### src/rtl/fetch_pkg.sv
// Shared definitions for the fetch stage.
//   NOP_INSTR     : word injected into IF/ID on a bubble or squash
//   PC_INC        : sequential PC increment
//   next_pc_sel_t : source select for the next-PC mux
package fetch_pkg;

  localparam logic [31:0] NOP_INSTR = 32'h0000_0000;
  localparam logic [31:0] PC_INC    = 32'd4;

  typedef enum logic [2:0] {
    PC_HOLD,
    PC_SEQ,
    PC_BRANCH,
    PC_JUMP,
    PC_CALL_RS1,
    PC_RET
  } next_pc_sel_t;

endpackage

### src/rtl/return_address_stack.sv
// Circular return-address stack.
// Ports:
//   clk, reset  : clock, asynchronous active-high reset
//   push, pop   : stack operations (never both in one cycle)
//   push_data   : return address to push
//   top         : current top entry, or EMPTY_TOP when the stack is empty
//   overflow    : one-cycle pulse after a push into a full stack
//   underflow   : one-cycle pulse after a pop from an empty stack
// A push into a full stack overwrites the oldest entry; the count saturates.
module return_address_stack #(
  parameter int unsigned RAS_DEPTH = 8,
  parameter logic [31:0] EMPTY_TOP = 32'h0000_0000
) (
  input  logic        clk,
  input  logic        reset,
  input  logic        push,
  input  logic        pop,
  input  logic [31:0] push_data,
  output logic [31:0] top,
  output logic        overflow,
  output logic        underflow
);
  import fetch_pkg::*;

  localparam int unsigned PtrW = $clog2(RAS_DEPTH);
  localparam int unsigned CntW = $clog2(RAS_DEPTH + 1);
  localparam logic [CntW-1:0] CntFull = CntW'(RAS_DEPTH);

  logic [31:0]     mem [RAS_DEPTH];
  logic [PtrW-1:0] ptrQ, ptrD, topIdx;
  logic [CntW-1:0] cntQ, cntD;
  logic            empty, full;
  logic            ovfQ, ovfD, unfQ, unfD;

  assign empty  = (cntQ == '0);
  assign full   = (cntQ == CntFull);
  // ptrQ points at the next free slot, so the top sits one below it (wrapping).
  assign topIdx = ptrQ - 1'b1;
  assign top    = empty ? EMPTY_TOP : mem[topIdx];

  always_comb begin
    ptrD = ptrQ;
    cntD = cntQ;
    ovfD = 1'b0;
    unfD = 1'b0;
    if (push) begin
      ptrD = ptrQ + 1'b1;
      if (full) begin
        ovfD = 1'b1;
      end else begin
        cntD = cntQ + 1'b1;
      end
    end else if (pop) begin
      if (empty) begin
        unfD = 1'b1;
      end else begin
        ptrD = ptrQ - 1'b1;
        cntD = cntQ - 1'b1;
      end
    end
  end

  always_ff @(posedge clk or posedge reset) begin
    if (reset) begin
      ptrQ <= '0;
      cntQ <= '0;
      ovfQ <= 1'b0;
      unfQ <= 1'b0;
    end else begin
      ptrQ <= ptrD;
      cntQ <= cntD;
      ovfQ <= ovfD;
      unfQ <= unfD;
    end
  end

  // Entry storage needs no reset: the count guards every read.
  always_ff @(posedge clk) begin
    if (push) begin
      mem[ptrQ] <= push_data;
    end
  end

  assign overflow  = ovfQ;
  assign underflow = unfQ;

endmodule

### src/rtl/instruction_fetch.sv
// Fetch stage: PC register, next-PC selection, IF/ID register and RAS.
// Ports:
//   clk, reset            : clock, asynchronous active-high reset
//   stall                 : freeze PC, IF/ID and RAS
//   imem_addr/imem_rdata  : combinational instruction-memory interface
//   branchAddress, jumpAddress, callRs1Address : redirect targets from decode
//   SIG_*                 : decode-stage control flags
//   instruction, PC4, id_valid : IF/ID register contents
//   ras_overflow, ras_underflow : one-cycle RAS error pulses
// Optional (macro IF_PERF_COUNTERS_EN): perf_fetched, perf_squashed counters.
module instruction_fetch #(
  parameter logic [31:0] RESET_PC  = 32'h0000_0000,
  parameter int unsigned RAS_DEPTH = 8
) (
  input  logic        clk,
  input  logic        reset,
  input  logic        stall,
  output logic [31:0] imem_addr,
  input  logic [31:0] imem_rdata,
  input  logic [31:0] branchAddress,
  input  logic [31:0] jumpAddress,
  input  logic [31:0] callRs1Address,
  input  logic        SIG_EQ,
  input  logic        SIG_BEQ,
  input  logic        SIG_BNE,
  input  logic        SIG_Jump,
  input  logic        SIG_Call,
  input  logic        SIG_CALL_RS1,
  input  logic        SIG_RET,
  output logic [31:0] instruction,
  output logic [31:0] PC4,
  output logic        id_valid,
  output logic        ras_overflow,
  output logic        ras_underflow
`ifdef IF_PERF_COUNTERS_EN
  ,
  output logic [31:0] perf_fetched,
  output logic [31:0] perf_squashed
`endif
);
  import fetch_pkg::*;

  logic [31:0]  pcQ, pcD, pcPlus4;
  logic [31:0]  instrQ, instrD, pc4Q, pc4D;
  logic         validQ, validD;
  logic         ctrlEn, doRet, doCallRs1, doCall, doJump, brTaken;
  logic         redirect, rasPush, rasPop;
  logic [31:0]  rasTop;
  next_pc_sel_t pcSel;

  assign pcPlus4 = pcQ + PC_INC;

  // Decode flags only count when decode holds a real instruction that is
  // not being held by a hazard.
  assign ctrlEn    = validQ && !stall;
  assign doRet     = ctrlEn && SIG_RET;
  assign doCallRs1 = ctrlEn && !SIG_RET && SIG_CALL_RS1;
  assign doCall    = ctrlEn && !SIG_RET && !SIG_CALL_RS1 && SIG_Call;
  assign doJump    = ctrlEn && !SIG_RET && !SIG_CALL_RS1 && !SIG_Call && SIG_Jump;
  assign brTaken   = ctrlEn && !SIG_RET && !SIG_CALL_RS1 && !SIG_Call && !SIG_Jump &&
                     ((SIG_BEQ && SIG_EQ) || (SIG_BNE && !SIG_EQ));

  assign rasPush  = doCallRs1 || doCall;
  assign rasPop   = doRet;
  assign redirect = doRet || doCallRs1 || doCall || doJump || brTaken;

  always_comb begin
    pcSel = PC_SEQ;
    if (stall) begin
      pcSel = PC_HOLD;
    end else if (doRet) begin
      pcSel = PC_RET;
    end else if (doCallRs1) begin
      pcSel = PC_CALL_RS1;
    end else if (doCall || doJump) begin
      pcSel = PC_JUMP;
    end else if (brTaken) begin
      pcSel = PC_BRANCH;
    end
  end

  always_comb begin
    pcD = pcPlus4;
    unique case (pcSel)
      PC_HOLD:     pcD = pcQ;
      PC_SEQ:      pcD = pcPlus4;
      PC_BRANCH:   pcD = branchAddress;
      PC_JUMP:     pcD = jumpAddress;
      PC_CALL_RS1: pcD = callRs1Address;
      PC_RET:      pcD = rasTop;
      default:     pcD = pcPlus4;
    endcase
  end

  // IF/ID: hold on stall, squash the wrong-path word on redirect.
  always_comb begin
    instrD = imem_rdata;
    pc4D   = pcPlus4;
    validD = 1'b1;
    if (stall) begin
      instrD = instrQ;
      pc4D   = pc4Q;
      validD = validQ;
    end else if (redirect) begin
      instrD = NOP_INSTR;
      pc4D   = 32'h0;
      validD = 1'b0;
    end
  end

  always_ff @(posedge clk or posedge reset) begin
    if (reset) begin
      pcQ    <= RESET_PC;
      instrQ <= NOP_INSTR;
      pc4Q   <= 32'h0;
      validQ <= 1'b0;
    end else begin
      pcQ    <= pcD;
      instrQ <= instrD;
      pc4Q   <= pc4D;
      validQ <= validD;
    end
  end

  // Returning from an empty stack restarts at the reset vector.
  return_address_stack #(
    .RAS_DEPTH (RAS_DEPTH),
    .EMPTY_TOP (RESET_PC)
  ) u_ras (
    .clk       (clk),
    .reset     (reset),
    .push      (rasPush),
    .pop       (rasPop),
    .push_data (pc4Q),
    .top       (rasTop),
    .overflow  (ras_overflow),
    .underflow (ras_underflow)
  );

  assign imem_addr   = pcQ;
  assign instruction = instrQ;
  assign PC4         = pc4Q;
  assign id_valid    = validQ;

`ifdef IF_PERF_COUNTERS_EN
  logic [31:0] fetchedQ, squashedQ;

  always_ff @(posedge clk or posedge reset) begin
    if (reset) begin
      fetchedQ  <= 32'h0;
      squashedQ <= 32'h0;
    end else begin
      if (!stall && !redirect) begin
        fetchedQ <= fetchedQ + 32'd1;
      end
      if (redirect) begin
        squashedQ <= squashedQ + 32'd1;
      end
    end
  end

  assign perf_fetched  = fetchedQ;
  assign perf_squashed = squashedQ;
`endif

endmodule

### config.mk
export PLATFORM = sky130hd
export DESIGN_NAME = instruction_fetch
export DESIGN_NICKNAME = d
export VERILOG_FILES = /design/src/rtl/fetch_pkg.sv /design/src/rtl/return_address_stack.sv /design/src/rtl/instruction_fetch.sv
export SDC_FILE = /design/constraint.sdc
export NUM_CORES = 1
export LEC_CHECK = 0
export CAP_MARGIN = 20
export CORE_MARGIN = 3
export CORE_UTILIZATION = 48
export DETAILED_ROUTE_END_ITERATION = 12
export PLACE_DENSITY = 0.78
export SYNTH_ARGS = -nofsm -noshare
export SYNTH_HDL_FRONTEND = slang
export SYNTH_SLANG_ARGS = --single-unit
### constraint.sdc
create_clock -name clk -period 5 [get_ports clk]
set_input_delay 0.5 -clock clk [delete_from_list [all_inputs] [get_ports clk]]
set_output_delay 0.5 -clock clk [all_outputs]
set_load 0.03 [all_outputs]
==> flow_summary.toml, run 1 <==
[critical_path]
reg2reg_depth = 8
arrival_ps = 3830
path_max_fanout = 30
crit_required_ps = 5460
rrSetupSlack_ps = 1630
slowest_stage = "dfrtp_4"
path_buf_inv = 2
endpoint_kind = "flop"
worst-setup-path-type = "reg -> reg"
timing.rr.start = "u_ras.ptrQ[0]$_DFFE_PP0P_"
crit_path_max_incr_delay_ps = 820
r2r_end = "imem_addr[15]$_DFFE_PP0P_"
worstPathCellList = "inv_2, ha_2, xor2_4, buf_4, nand2_1, and3_1, nor4_1, o22a_1"
start_kind = "flop"
cp_top_family = "flip-flops"

[clock_tree]
clkLatencyLatePin_ps = 520
clock_sinks = 362
htree_levels = 2
cts.path.max_buffers = 3
numCtsBuffers = 38
cts_root_buf = "clkbuf_16"
cts_tree = "done"
cts_resized = 0
cts_setup_buffers = 0
holdBufCountCts = 0
path_clk_slew_ps = 60

[place]
dp_hpwl_um = 24440
gp_congestion = 0.7832
place_area_sq_um = 17730
portBuffers = 236

[floorplanning]
dieArea_sq_um = 33090
initial_core_util_pct = 49.45
die_x_um = 181.9
num_io_pins = 237
chipHeight_um = 181.9
core_area_sq_um = 30030
num_rows = 63

[yosys]
synth_top_family_by_area = "multiplexers"
yosysTopAreaCell = "edfxtp_1"
yosysWarningCount = 0
synth_fa_ha_area_share_pct = 0.5560
syn-num-nets = 1063
synth_cell_types = 54
synth-xor-area-share_pct = 2.056
ys.flop_type = "edfxtp_1"
muxShareOfSynthArea_pct = 10.30
synth-edff-count = 256
yosys-top-cells-area = "edfxtp_1, dfrtp_1, mux4_2"
seq_area_frac_synth_pct = 69.62
async_flop_share_pct = 29.28
syn-cell-area_sq_um = 14850
ys_ff_latch = 362
postSynthAreaPerCell_sq_um = 16.16
synth_top_area_share_pct = 51.76
yosys.area_share.simple_pct = 7.018
syn-instance-count = 919
synth_compound_area_share_pct = 8.593

[sta]
final_max_slew_viol_count = 0
skew_ps = 17.75
slew-limit-headroom_pct = 27.88
period_needed_ps = 3371
fmax_mhz = 296.6
setup_viol = 0
max_slew.worst_pin.slew_ps = 1079
fin_setup_tns_ps = 0
timing.final.crit_share_pct = 67.43
hold_violations = 0
rsz0062_at_grt = "false"

[drt]
routed_wl_um = 38670
routedWlPerCell_um = 24.35
num_vias = 9558
firstDrtPassIters = 6
drc = 0
drtAntennaViolNets = 0
routed_via_density = 6.019
drt-initial-drc-count = 1053

[global_routing]
grt_pass1_vias = 9870
grt_usage_pct = 23.12
antenna_found_initial = 0
gr-total-overflow = 0
grt_max_degree = 56
grt_pass1_wl_um = 59100

[power]
power_leakage_nw = 6.988
power.density_nw_per_um2 = 562.3
peakVddDrop_uv = 347.7

[cells_and_area]
diodes = 0
syn2layout_area_growth_pct = 28.97
nets = 1312
final_cell_mix = "edfxtp_1, clkdlybuf4s50_1, nand2_1"
fillers = 2100
mostFrequentLayoutCell = "edfxtp_1"
drive_gt1_share_pct = 14.77
finalInstanceArea_sq_um = 19150
multi_input_area_sq_um = 4332
seqCellArea_sq_um = 10340

[flow_run]
cap_violations = 0

[worst_hold_path]
hold_class = "in -> async"

[status]
outcome = "completed"
metrics by stage:
stage | setup WS [ps] | std cells | utilization (%) | hold slack [ps] | power, mW
2_1_floorplan | 152.4 | 919 | - | 459.6 | 6.515
3_3_place_gp | 1673 | 1514 | 59.03 | 485.1 | 7.767
3_5_place_dp | 1658 | 1514 | 59.03 | 496.2 | 7.843
4_1_cts | 1622 | 1584 | 63.49 | 337.1 | 10.83
5_1_grt | 1453 | 1588 | 63.78 | 367.9 | 11.26
6_report | 1629 | 1588 | 63.78 | 336.9 | 10.77
state kept, by name, indices dropped and copies added (netlist names):
register / count
id_valid: 1
u_ras.ptrQ: 3
u_ras.cntQ: 4
PC4: 32
instruction: 32
u_ras.mem: 256
u_ras.underflow: 1
u_ras.overflow: 1
imem_addr: 32
synthesized netlist by cell type (all sizes together), types with 2 or more instances:
cell and number:
nor4b 2, dfrtp 106, nor2b 2, xnor2 19, and3 6, inv 10, a21boi 12, ha 5
o22a 3, edfxtp 256, nor2 24, a21o 16, a222oi 32, a21oi 29, xor2 15, clkbuf 24
buf 29, or3 18, nor3 10, nand3 16, mux4 62, o21ai 19, mux2i 13, nand2 107
o221ai 12, nor4 9, and2 4, nand4 9, and4 2, a22o 36
report_power, final:
| group | total (mW) | switching, mW | internal, mW |
|---|---|---|---|
| clock | 2.96 | 1.15 | 1.81 |
| sequential | 4.34 | 0.614 | 3.73 |
| combinational | 3.47 | 1.85 | 1.62 |
final cells by class:
cell class / count / area share [%]
flip-flops and latches: 362 / 54.00
multi-input cells: 494 / 22.61
repair buffers: 262 / 13.63
clock buffers: 52 / 5.729
well taps: 390 / 2.548
clock inverters: 18 / 1.267
inverters: 10 / 0.2090
routing by layer:
metal  vias up  GRT usage (%)  share of wire, %
li1       4148              -                 -
met1      4810          30.66                39
met2       517          37.78                49
met3        83          5.288               8.7
met4         0          8.410               3.2
met5         -              0                 0
worst max-delay path by stage:
stage / start / end / slack (ps) / depth (start not counted)
finish: u_ras.ptrQ[0]$_DFFE_PP0P_ / imem_addr[15]$_DFFE_PP0P_ / 1630 / 8
global route: u_ras.ptrQ[0]$_DFFE_PP0P_ / imem_addr[15]$_DFFE_PP0P_ / 1450 / 8
CTS: u_ras.ptrQ[0]$_DFFE_PP0P_ / imem_addr[15]$_DFFE_PP0P_ / 1620 / 8
detailed placement: u_ras.ptrQ[0]$_DFFE_PP0P_ / imem_addr[15]$_DFFE_PP0P_ / 1660 / 8
global placement: u_ras.ptrQ[0]$_DFFE_PP0P_ / imem_addr[15]$_DFFE_PP0P_ / 1670 / 7
floorplan: id_valid$_DFFE_PP0N_ / u_ras.mem[0][0]$_DFFE_PP_ / 150 / 4
cells by family (layout without fill, tap and decap cells):
group / after synthesis / after routing
multiplexers: 75 / 75
flip-flops: 362 / 362
adder cells (fa/ha/maj): 6 / 6
AND/OR/NAND/NOR: 213 / 213
AO/OA/AOI/OAI: 166 / 166
buffers and inverters: 63 / 342
XOR/XNOR: 34 / 34
No activity file was read; power rests on OpenSTA's default activity.
==> run 2: changes to the inputs <==
==> constraint.sdc (replaced) <==
create_clock -name clk -period 2.8 [get_ports clk]
set_input_delay 0.28 -clock clk [delete_from_list [all_inputs] [get_ports clk]]
set_output_delay 0.28 -clock clk [all_outputs]
set_load 0.03 [all_outputs]
==> flow_summary.toml, run 2 (same netlist as run 1, synthesis figures left out) <==
[clock_tree]
path_clk_slew_ps = 60
cts_root_buf = "clkbuf_16"
cts_setup_buffers = 0
cts.path.max_buffers = 3
numCtsBuffers = 37
cts_resized = 0
cts_tree = "done"
clock_sinks = 362
holdBufCountCts = 0
htree_levels = 2
clkLatencyLatePin_ps = 530

[global_routing]
grt_usage_pct = 24.20
grt_max_degree = 107
antenna_found_initial = 0
gr-total-overflow = 0
grt_pass1_wl_um = 61730
grt_pass1_vias = 10120

[drt]
routed_via_density = 6.096
num_vias = 9759
routedWlPerCell_um = 25.16
routed_wl_um = 40290
drtAntennaViolNets = 0
drt-initial-drc-count = 1031
firstDrtPassIters = 6
drc = 0

[sta]
final_max_slew_viol_count = 0
holdWs_ps = 298.3
rsz0062_at_grt = "false"
fmax_mhz = 407.3
hold_violations = 0
fin_setup_tns_ps = 0
period_needed_ps = 2455
timing.final.crit_share_pct = 87.68
slew-limit-headroom_pct = 59.37
setup_viol = 0
skew_ps = 16.90
max_slew.worst_pin.slew_ps = 609.4

[floorplanning]
initial_core_util_pct = 49.45
die_x_um = 181.9
core_area_sq_um = 30030
dieArea_sq_um = 33090
chipHeight_um = 181.9
num_io_pins = 237
num_rows = 63

[critical_path]
slowest_stage = "dfrtp_1"
reg2reg_depth = 7
arrival_ps = 2860
path_max_fanout = 45
crit_required_ps = 3200
timing.rr.start = "u_ras.ptrQ[1]$_DFFE_PP0P_"
endpoint_kind = "flop"
r2r_end = "imem_addr[8]$_DFFE_PP0P_"
crit_path_max_incr_delay_ps = 600
worstPathCellList = "inv_1, ha_2, buf_12, mux4_2, nand2_1, a21oi_1, or3_1"
worst-setup-path-type = "reg -> reg"
start_kind = "flop"
rrSetupSlack_ps = 340

[power]
power.density_nw_per_um2 = 982.0
peakVddDrop_uv = 728.5
power_leakage_nw = 7.037

[cells_and_area]
largest_register = "u_ras.mem"
largest_register_ffs = 256
nets = 1326
diodes = 0
mostFrequentLayoutCell = "edfxtp_1"
syn2layout_area_growth_pct = 29.35
final_cell_mix = "edfxtp_1, clkdlybuf4s50_1, nand2_1"
drive_gt1_share_pct = 15.44

[place]
gp_congestion = 0.8072
dp_hpwl_um = 25370
portBuffers = 236

[flow_run]
cap_violations = 0

[status]
outcome = "completed"

[worst_hold_path]
hold_class = "in -> async"
-- run 2: stage by stage --
stage	power [mW]	utilization (%)	cells	setup WS [ps]	cell area, sq um
after floorplan	11.65	-	919	-302.0	14890
after global placement	14.16	60.15	1533	207.0	18060
after detailed placement	14.32	60.15	1533	182.5	18060
after CTS	19.00	63.97	1601	398.4	19210
after global routing	19.72	63.97	1601	231.5	19210
final	18.87	63.97	1601	344.9	19210
-- run 2: how the worst max path moves through the flow --
| stage | from | endpoint | slack [ps] | depth (start not counted) |
|---|---|---|---|---|
| after global placement | SIG_RET | u_ras.cntQ[3]$_DFFE_PP0P_ | 210 | 10 |
| after detailed placement | SIG_RET | u_ras.cntQ[3]$_DFFE_PP0P_ | 180 | 10 |
| final | u_ras.ptrQ[1]$_DFFE_PP0P_ | imem_addr[8]$_DFFE_PP0P_ | 340 | 7 |
| after global routing | u_ras.ptrQ[1]$_DFFE_PP0P_ | imem_addr[8]$_DFFE_PP0P_ | 230 | 7 |
| after floorplan | id_valid$_DFFE_PP0N_ | u_ras.mem[3][0]$_DFFE_PP_ | -300 | 4 |
| after CTS | u_ras.ptrQ[1]$_DFFE_PP0P_ | imem_addr[8]$_DFFE_PP0P_ | 400 | 7 |
-- run 2: worst max-delay path: cells and delay by family, from the launching register on --
kind | cells | cell delay (ps)
AO/OA/AOI/OAI | 1 | 90
adder cells (fa/ha/maj) | 1 | 390
buffers and inverters | 2 | 400
flip-flops | 1 | 600
multiplexers | 1 | 380
AND/OR/NAND/NOR | 2 | 470
-- run 2: area by class of cell --
cell class | instances | area [sq um]
Sequential cell | 362 | 10340
Inverter | 10 | 41.29
Clock inverter | 24 | 173.9
Fill cell | 2049 | 10820
Tap cell | 390 | 488.0
Timing Repair Buffer | 277 | 2830
Multi-Input combinational cell | 494 | 4360
Clock buffer | 44 | 973.4
-- run 2: where the power goes --
part | internal [mW] | switching [mW]
Clock | 2.61 | 2.03
Combinational | 3.02 | 3.53
Sequential | 6.66 | 1.02
Total | 12.3 | 6.58
-- run 2: routing by layer --
metal  part of all wire (%)  up-vias  track usage [%]
li1                       -     4187                -
met1                     39     4952            32.91
met2                     50      553            39.87
met3                    8.3       67            4.788
met4                    2.8        0            7.495
met5                      0        -                0
==> run 3: changes to the inputs <==
--- a/config.mk
+++ b/config.mk
@@ -7,9 +7,9 @@
 export LEC_CHECK = 0
 export CAP_MARGIN = 20
 export CORE_MARGIN = 3
-export CORE_UTILIZATION = 48
+export CORE_UTILIZATION = 45
 export DETAILED_ROUTE_END_ITERATION = 12
-export PLACE_DENSITY = 0.78
+export PLACE_DENSITY = 0.74
 export SYNTH_ARGS = -nofsm -noshare
 export SYNTH_HDL_FRONTEND = slang
 export SYNTH_SLANG_ARGS = --single-unit
==> flow_summary.toml, run 3 (same netlist as run 1, synthesis figures left out) <==
[status]
outcome = "completed"

[place]
place_area_sq_um = 18160
dp_hpwl_um = 25630
place_inst = 1580
portBuffers = 236
pre_cts_slack_ps = 200.5
gp_congestion = 0.7965

[cells_and_area]
finish.utilization_pct = 60.30
finalInstanceArea_sq_um = 19320
final_cell_mix = "edfxtp_1, clkdlybuf4s50_1, nand2_1"
mostFrequentLayoutCell = "edfxtp_1"
diodes = 0
syn2layout_area_growth_pct = 30.10
nets = 1327
drive_gt1_share_pct = 15.29
largest_register_ffs = 256
instances_no_fill = 1645
largest_register = "u_ras.mem"

[drt]
drc = 0
drtAntennaViolNets = 0
num_vias = 9675
routed_wl_um = 39370
routedWlPerCell_um = 23.93
drt-initial-drc-count = 813
routed_via_density = 5.881
firstDrtPassIters = 5

[sta]
rsz0062_at_grt = "false"
skew_ps = 27.29
hold_violations = 0
setup_ws_ps = 316.4
setup_viol = 0
fin_setup_tns_ps = 0
max_slew.worst_pin.slew_ps = 634.8
period_needed_ps = 2484
holdWs_ps = 168.5
fmax_mhz = 402.6
final_max_slew_viol_count = 0
slew-limit-headroom_pct = 57.68
timing.final.crit_share_pct = 88.70

[clock_tree]
cts_resized = 0
cts_tree = "done"
path_clk_slew_ps = 60
htree_levels = 2
cts_setup_buffers = 0
clkLatencyLatePin_ps = 520
holdBufCountCts = 0
cts_root_buf = "clkbuf_16"
numCtsBuffers = 36
clock_sinks = 362
cts.path.max_buffers = 3

[critical_path]
worstPathCellList = "inv_1, ha_2, buf_4, mux4_2, nand2_1, a21oi_1, a21oi_1, nand3_1"
crit_required_ps = 3170
endpoint_kind = "flop"
path_buf_inv = 2
slowest_stage = "dfrtp_1"
start_kind = "flop"
crit_path_max_incr_delay_ps = 600
critPathMostFrequentCell = "a21oi_1"
arrival_ps = 2860
worst-setup-path-type = "reg -> reg"
path_max_fanout = 16
cp_top_family = "flip-flops"

[floorplanning]
core_area_sq_um = 32040
initial_core_util_pct = 46.35
chipHeight_um = 187.7
num_rows = 65
dieArea_sq_um = 35220
num_io_pins = 237
die_x_um = 187.7

[global_routing]
antenna_found_initial = 0
grt_pass1_vias = 9951
grt_pass1_wl_um = 60530
grt_max_degree = 107
grt_usage_pct = 22.13
gr-total-overflow = 0

[worst_hold_path]
hold_class = "in -> reg"

[flow_run]
cap_violations = 0

[power]
power.density_nw_per_um2 = 982.6
peakVddDrop_uv = 605.3
power_leakage_nw = 7.058
finalPower_mw = 18.99
## run 3: worst paths after layout
kind / start / endpoint / slack (ps) / cells past startpoint
max: u_ras.ptrQ[1]$_DFFE_PP0P_ / imem_addr[3]$_DFFE_PP0P_ / 320 / 8
max reg2reg: u_ras.ptrQ[1]$_DFFE_PP0P_ / imem_addr[3]$_DFFE_PP0P_ / 320 / 8
min reg2reg: u_ras.cntQ[3]$_DFFE_PP0P_ / u_ras.cntQ[3]$_DFFE_PP0P_ / 500 / 1
min: stall / u_ras.underflow$_DFF_PP0_ / 170 / 3
min in group asynchronous: reset / PC4[10]$_DFFE_PP0N_ / 310 / 3
max in group asynchronous: reset / u_ras.ptrQ[0]$_DFFE_PP0P_ / 1990 / 3
## run 3: area by class of cell
class	instances	area, sq um
fillers	2373	12720
flip-flops and latches	362	10340
multi-input cells	494	4365
repair buffers	279	2870
clock buffers	42	933.4
well taps	435	544.3
clock inverters	23	224.0
inverters	10	41.29
## run 3: layer usage
metal | global-route usage, % | up-vias | part of all wire, %
met3 | 3.758 | 52 | 7.3
met4 | 5.628 | 0 | 2.3
met5 | 0 | - | 0
li1 | - | 4182 | -
met2 | 37.22 | 451 | 50
met1 | 30.33 | 4990 | 40
## run 3: where the power goes
| part | leakage [nW] | switching [mW] | internal [mW] |
|---|---|---|---|
| Clock | 0.571 | 1.96 | 2.77 |
| Sequential | 3.70 | 0.986 | 6.66 |
| Combinational | 2.78 | 3.55 | 3.07 |
| Total | 7.06 | 6.49 | 12.5 |
## run 3: worst min-delay path, delay by kind of cell
family | cells | cell delay, ps
simple gates | 2 | 240
buf+inv | 1 | 100
